<file path="config.mk">
export PLATFORM = sky130hd
export DESIGN_NAME = ramexp_cycle_ctrl
export DESIGN_NICKNAME = d
export VERILOG_FILES = /design/src/rtl/ramexp_pkg.sv /design/src/rtl/ramexp_cfg_reg.sv /design/src/rtl/ramexp_cycle_ctrl.sv
export SDC_FILE = /design/constraint.sdc
export NUM_CORES = 1
export LEC_CHECK = 0
export ABC_AREA = 1
export BUFFER_PORTS_ARGS = -buffer_cell sky130_fd_sc_hd__clkbuf_2
export CAP_MARGIN = 5
export CORE_MARGIN = 5
export CORE_UTILIZATION = 47
export DETAILED_ROUTE_END_ITERATION = 16
export GPL_TIMING_DRIVEN = 0
export PLACE_DENSITY = 0.73
export RECOVER_POWER = 50
export SLEW_MARGIN = 20
export SYNTH_ARGS = -nofsm -noshare
export SYNTH_HDL_FRONTEND = slang
export SYNTH_SLANG_ARGS = --single-unit
</file>
<file path="constraint.sdc">
create_clock -name clk -period 2.5 [get_ports clk]
set_input_delay 0.5 -clock clk [delete_from_list [all_inputs] [get_ports clk]]
set_output_delay 0.5 -clock clk [all_outputs]
set_load 0.01 [all_outputs]
</file>
<file path="src/rtl/ramexp_pkg.sv">
// ramexp_pkg: shared types and constants for the CPC 512K expansion RAM
// cycle controller.
//   wr_state_e        : write-cycle FSM encoding (IDLE=00, T1=01, T2=11, END=10)
//   cfg_t             : bank-select config, ccc in [5:3], bbb in [2:0]
//   IO_SEL_MASK       : data[7:6] pattern that marks a bank-select I/O write
//   CFG_RESET_DEFAULT : config after reset (bank 0, scheme 0)
package ramexp_pkg;

  typedef enum logic [1:0] {
    ST_IDLE = 2'b00,
    ST_T1   = 2'b01,
    ST_T2   = 2'b11,
    ST_END  = 2'b10
  } wr_state_e;

  typedef struct packed {
    logic [2:0] ccc;
    logic [2:0] bbb;
  } cfg_t;

  localparam logic [1:0] IO_SEL_MASK       = 2'b11;
  localparam cfg_t       CFG_RESET_DEFAULT = '{ccc: 3'b000, bbb: 3'b000};

endpackage

</file>
<file path="src/rtl/ramexp_cfg_reg.sv">
// ramexp_cfg_reg: captures bank-select writes to port &7Fxx into a pending
// register and hands them to the active config only when the top level says
// no memory cycle is in flight.
//   i_iorq_b, i_wr_b, i_adr15, i_data : Z80 bus sense
//   i_apply_ok    : write FSM idle/ending and MREQ* high
//   o_cfg         : active config {ccc,bbb}
//   o_cfg_pending : a captured config is waiting to be applied
module ramexp_cfg_reg
  import ramexp_pkg::*;
#(
  parameter cfg_t CFG_RESET = CFG_RESET_DEFAULT
) (
  input  logic       clk,
  input  logic       reset_b,
  input  logic       i_iorq_b,
  input  logic       i_wr_b,
  input  logic       i_adr15,
  input  logic [7:0] i_data,
  input  logic       i_apply_ok,
  output logic [5:0] o_cfg,
  output logic       o_cfg_pending
);

  logic w_iowr_hit;
  logic w_capture;
  cfg_t r_cfg;
  cfg_t r_pending;
  logic r_cfg_pending;
  logic r_io_seen;

  assign w_iowr_hit = !i_iorq_b && !i_wr_b && !i_adr15 && (i_data[7:6] == IO_SEL_MASK);
  // An I/O write spans several clocks; only its first clock captures.
  assign w_capture  = w_iowr_hit && !r_io_seen;

  // NOTE: sequential state uses non-blocking assignments so every register
  // samples pre-edge values regardless of statement order.
  always_ff @(posedge clk or negedge reset_b) begin
    if (!reset_b) begin
      r_cfg         <= CFG_RESET;
      r_pending     <= CFG_RESET;
      r_cfg_pending <= 1'b0;
      r_io_seen     <= 1'b0;
    end else begin
      if (i_iorq_b) begin
        r_io_seen <= 1'b0;
      end else if (w_capture) begin
        r_io_seen <= 1'b1;
      end
      // A fresh capture beats a coincident apply: the newer value must not be
      // lost, so the active config waits one more opportunity.
      if (w_capture) begin
        r_pending     <= cfg_t'(i_data[5:0]);
        r_cfg_pending <= 1'b1;
      end else if (r_cfg_pending && i_apply_ok) begin
        r_cfg         <= r_pending;
        r_cfg_pending <= 1'b0;
      end
    end
  end

  assign o_cfg         = r_cfg;
  assign o_cfg_pending = r_cfg_pending;

endmodule

</file>
<file path="src/rtl/ramexp_cycle_ctrl.sv">
// ramexp_cycle_ctrl: Z80 bus sequencer for the CPC 512K expansion RAM card.
// Tracks memory write cycles (honouring READY waits, with a watchdog),
// registers read-cycle and A15 status, and defers bank config changes until
// no memory cycle is in flight.
//   Inputs : mreq_b, iorq_b, rfsh_b, rd_b, wr_b, adr15, ready, data[7:0], err_clr
//   Outputs: cfg[5:0], cfg_pending, mwr_cyc, mrd_cyc, adr15_lat, wait_err
module ramexp_cycle_ctrl
  import ramexp_pkg::*;
#(
  parameter int unsigned WAIT_MAX  = 15,
  parameter logic [5:0]  CFG_RESET = CFG_RESET_DEFAULT,
  parameter int unsigned WCNT_W    = 8
) (
  input  logic       clk,
  input  logic       reset_b,
  input  logic       mreq_b,
  input  logic       iorq_b,
  input  logic       rfsh_b,
  input  logic       rd_b,
  input  logic       wr_b,
  input  logic       adr15,
  input  logic       ready,
  input  logic [7:0] data,
  output logic [5:0] cfg,
  output logic       cfg_pending,
  output logic       mwr_cyc,
  output logic       mrd_cyc,
  output logic       adr15_lat,
  output logic       wait_err,
  input  logic       err_clr
);

  wr_state_e         r_state;
  logic [WCNT_W-1:0] r_wcnt;
  logic              r_ready_q;
  logic              r_mreq_q;
  logic              r_adr15_lat;
  logic              r_mrd_cyc;
  logic              r_wait_err;

  logic w_wr_start;
  logic w_apply_ok;
  logic w_wait_last;
  logic w_abort;

  // A non-refresh memory cycle that is not a read is treated as a write.
  assign w_wr_start  = !mreq_b && rfsh_b && rd_b;
  assign w_apply_ok  = ((r_state == ST_IDLE) || (r_state == ST_END)) && mreq_b;
  // The counter holds waits already seen; this wait is the WAIT_MAX-th one.
  assign w_wait_last = (r_wcnt == WCNT_W'(WAIT_MAX - 1));
  assign w_abort     = (r_state == ST_T1) && !r_ready_q && w_wait_last;

  ramexp_cfg_reg #(
    .CFG_RESET(cfg_t'(CFG_RESET))
  ) u_cfg_reg (
    .clk          (clk),
    .reset_b      (reset_b),
    .i_iorq_b     (iorq_b),
    .i_wr_b       (wr_b),
    .i_adr15      (adr15),
    .i_data       (data),
    .i_apply_ok   (w_apply_ok),
    .o_cfg        (cfg),
    .o_cfg_pending(cfg_pending)
  );

  // Write FSM, wait watchdog and sticky error flag.
  always_ff @(posedge clk or negedge reset_b) begin
    if (!reset_b) begin
      r_state    <= ST_IDLE;
      r_wcnt     <= '0;
      r_ready_q  <= 1'b1;
      r_wait_err <= 1'b0;
    end else begin
      r_ready_q <= ready;
      case (r_state)
        ST_IDLE, ST_END: begin
          r_wcnt  <= '0;
          r_state <= w_wr_start ? ST_T1 : ST_IDLE;
        end
        ST_T1: begin
          if (r_ready_q) begin
            r_state <= ST_T2;
            r_wcnt  <= '0;
          end else if (w_wait_last) begin
            r_state <= ST_IDLE;
            r_wcnt  <= '0;
          end else begin
            r_wcnt <= r_wcnt + WCNT_W'(1);
          end
        end
        ST_T2: begin
          r_state <= ST_END;
          r_wcnt  <= '0;
        end
        default: begin
          r_state <= ST_IDLE;
          r_wcnt  <= '0;
        end
      endcase
      // Set beats clear so an abort is never lost to a coincident err_clr.
      if (w_abort) begin
        r_wait_err <= 1'b1;
      end else if (err_clr) begin
        r_wait_err <= 1'b0;
      end
    end
  end

  // Per-cycle bus status latches.
  always_ff @(posedge clk or negedge reset_b) begin
    if (!reset_b) begin
      r_mreq_q    <= 1'b1;
      r_adr15_lat <= 1'b0;
      r_mrd_cyc   <= 1'b0;
    end else begin
      r_mreq_q  <= mreq_b;
      r_mrd_cyc <= !mreq_b && rfsh_b && !rd_b;
      if (!mreq_b && r_mreq_q) begin
        r_adr15_lat <= adr15;
      end
    end
  end

  assign mwr_cyc   = (r_state == ST_T1) || (r_state == ST_T2);
  assign mrd_cyc   = r_mrd_cyc;
  assign adr15_lat = r_adr15_lat;
  assign wait_err  = r_wait_err;

endmodule
</file>
==> metrics.md <==
| Metric | Value |
|---|---|
| Outcome | `complete, but fails checks` |
| Failing checks | `capacitance limit, slew limit` |
| Final GP Congestion | `0.785` |
| P per Cell Area | `764 mW/mm2` |
| Total Neg Setup Slack | `0 ns` |
| Worst EP arrival | `1.00 ns` |
| Simple-Gate Fraction of Synth Area | `25.6%` |
| Mapped cell area | `0.00127 mm2` |
| CP required | `2.00 ns` |
| # diodes | `0` |
| Period utilization | `60.1%` |
| CORE AREA | `0.00252 mm2` |
| Compound-Gate Fraction of Synth Area | `5.92%` |
| First-pass GRT wire length | `3.73 mm` |
| CP Class | `reg2out` |
| Final Hold Viols | `0` |
| Post-layout nets | `193` |
| # H-tree levels | `2` |
| RSZ-0062 raised after global routing | `false` |
| WL/cell | `10.8 um` |
| HPWL after detailed placement | `1.68 mm` |
| Area grow syn2layout | `17.7%` |
| Sequential share of the synthesized area | `57.4%` |
| Routed WL | `2.21 mm` |
| FILL cells | `230` |
| I/O pin count | `29` |
| Gr ovfl total | `0` |
| Floorplan row count | `18` |
| R2R setup slack | `1.29 ns` |
| Die Area | `0.00384 mm2` |
| Synth Warn # | `0` |
| Slew Viols, Final | `30` |
| Initial DRC Count | `47` |
| Critical Path End Type | `output port` |
| Largest net degree at the start of global routing | `30` |
| CP Max Fanout | `5` |
| CP Launch Type | `flop` |
| DP Area | `0.00145 mm2` |
| Largest family of logic cells by synthesized area | `simple AND/OR/NAND/NOR gates` |
| Total CTS buffers | `5` |
| Gr usage total | `13.4%` |
| Clk Latency, worst-skew pair | `0.31 ns` |
| Post-synthesis adder-cell area fraction | `1.97%` |
| Cell area after layout | `0.00149 mm2` |
| Worst VDD drop | `0.539 mV` |
| HP Start | `ready` |
| Vias in the first global route | `887` |
| Most frequent cells in the layout | `29 x nand2_1, 27 x dfrtp_1, 26 x clkbuf_2` |
| R2r startpoint | `r_wcnt[0]` |
| Clock Skews | `0.00387 ns` |
| PostCTS Resize Cnt | `0` |
| Quantity of I/O buffers inserted on ports | `28` |
| #FFs+latches synth | `29` |
| Initial Utilization | `50.3%` |
| Max clock buf depth | `2` |
| Worst Hold Class | `in2reg` |
| Clock root buffer | `clkbuf_4` |
| Die Wd | `62.0 um` |
| Initial antenna violation count | `0` |
| Vias per Instance | `4.73` |
| Hold_buf cts | `0` |
| CTS Sinks | `29` |
| Post-synthesis mux area share | `0%` |
| Post-Syn Instances | `138` |
| Worst Hold Margin | `0.271 ns` |
| Share of cells above drive strength 1 | `23.6%` |
| CTS tree | `done` |
| Distinct cell type count of the synthesized netlist | `25` |
| Clock transition at path regs | `0.08 ns` |
| Cell count after placement | `196` |
| Remaining antenna violation count | `0` |
| Hold EP | `r_ready_q` |
| Commonest non-fill, non-tap cell in the layout | `nand2_1` |
| Max-cap violations | `1` |
| Avg Inst Size Synth | `9.19 um2` |
| Post-Synth XOR/XNOR Area | `2.07%` |
| Peak Freq | `665 MHz` |
| FF-to-FF path depth | `7` |
| Post-route minimum period | `1.50 ns` |
| Slew @ Worst Pin | `1.53 ns` |
| Post-Layout Cell Count | `204` |
| Detailed Routing Iterations Pass 1 | `4` |
| Die H | `62.0 um` |
| Rel. slew slack | `-2.11%` |
| Syn_nets | `158` |
| R2R Path End | `r_state[0]` |
| Final setup viols | `0` |
| Setup Fix Bufs, Post-CTS | `0` |
| Hold Crit Depth | `1` |
| DRC | `0` |
| Vias | `965` |
| Leakage power | `0.763 nW` |
## how the worst max path moves through the flow
stage                     from                     end  depth (start not counted)
floorplan                 wr_b      u_cfg_reg.o_cfg[0]                          5
global placement        mreq_b      u_cfg_reg.o_cfg[3]                          6
detailed placement      mreq_b      u_cfg_reg.o_cfg[5]                          6
CTS                 r_state[0]                 mwr_cyc                          2
global route           reset_b  u_cfg_reg.r_pending[2]                          1
finish              r_state[0]                 mwr_cyc                          2
## sequential cells by signal, indices dropped and copies added (netlist names)
signal / flops
u_cfg_reg.o_cfg: 6
r_state: 2
adr15_lat: 1
u_cfg_reg.r_io_seen: 1
r_ready_q: 1
r_wcnt: 8
mrd_cyc: 1
u_cfg_reg.o_cfg_pending: 1
wait_err: 1
r_mreq_q: 1
u_cfg_reg.r_pending: 6
## cell type report
type,count,area [um2],share of cell area (%)
plain buffers,3,13.8,0.922
clock buffers,8,48.8,3.27
inverters,20,75.1,5.03
multi-input cells,86,452,30.3
flip-flops and latches,29,728,48.8
well taps,30,37.5,2.51
repair buffers,28,138,9.22
## cell usage after synthesis
master    number  area share (%)
nand2_1       29             8.6
dfrtp_1       27              53
inv_1         19             5.6
nand3_1       15             5.9
nor2_1        15             4.4
o21ai_1        6             2.4
a21oi_1        3             1.2
buf_2          2            0.79
dfstp_2        2             4.1
ha_1           2             2.0
nand2_4        2             1.8
o21ai_0        2            0.79
xor2_1         2             1.4
a31oi_1        1            0.49
clkbuf_1       1            0.30
inv_2          1            0.30
nand3_2        1            0.79
nand4_1        1            0.49
nand4_2        1            0.99
nor2_2         1            0.49
nor2_4         1            0.89
nor3_4         1             1.3
o21bai_1       1            0.59
o22ai_1        1            0.49
xnor2_1        1            0.69
## critical path, cell delays in order (launching register included)
cell and delay (ns):
dfrtp_1 0.46, clkbuf_1 0.11, clkbuf_2 0.12
## where the power goes
group,internal [W],switching [W]
clock network,0.000112,0.000143
registers,0.000556,0.0000597
logic,0.000107,0.000163
## per-layer routing
layer / global-route usage, % / wire length (um) / up-vias
li1: - / - / 503
met1: 16.5 / 971 / 439
met2: 21.0 / 1080 / 23
met3: 5.79 / 151 / 0
met4: 4.55 / 0 / 0
met5: 0 / 0 / -
## stage by stage
| stage | power, W | utilization, % | setup WS, ns |
|---|---|---|---|
| after global routing | 0.00123 | 59.2 | 0.717 |
| after detailed placement | 0.000904 | 57.3 | 1.11 |
| after CTS | 0.00116 | 59.3 | 0.968 |
| after floorplan | 0.000788 | - | 1.34 |
| final | 0.00114 | 59.2 | 0.997 |
| after global placement | 0.000891 | 57.3 | 1.13 |
## kinds of logic (layout without fill, tap and decap cells)
| kind of cell | after synthesis | in the layout |
|---|---|---|
| AOI/OAI and AO/OA | 14 | 14 |
| xor gates and xnor gates | 3 | 3 |
| adders and majority gates | 2 | 2 |
| buffers and inverters | 23 | 59 |
| DFF | 29 | 29 |
| and+or+nand+nor | 67 | 67 |
No activity file was read; power rests on OpenSTA's default activity.
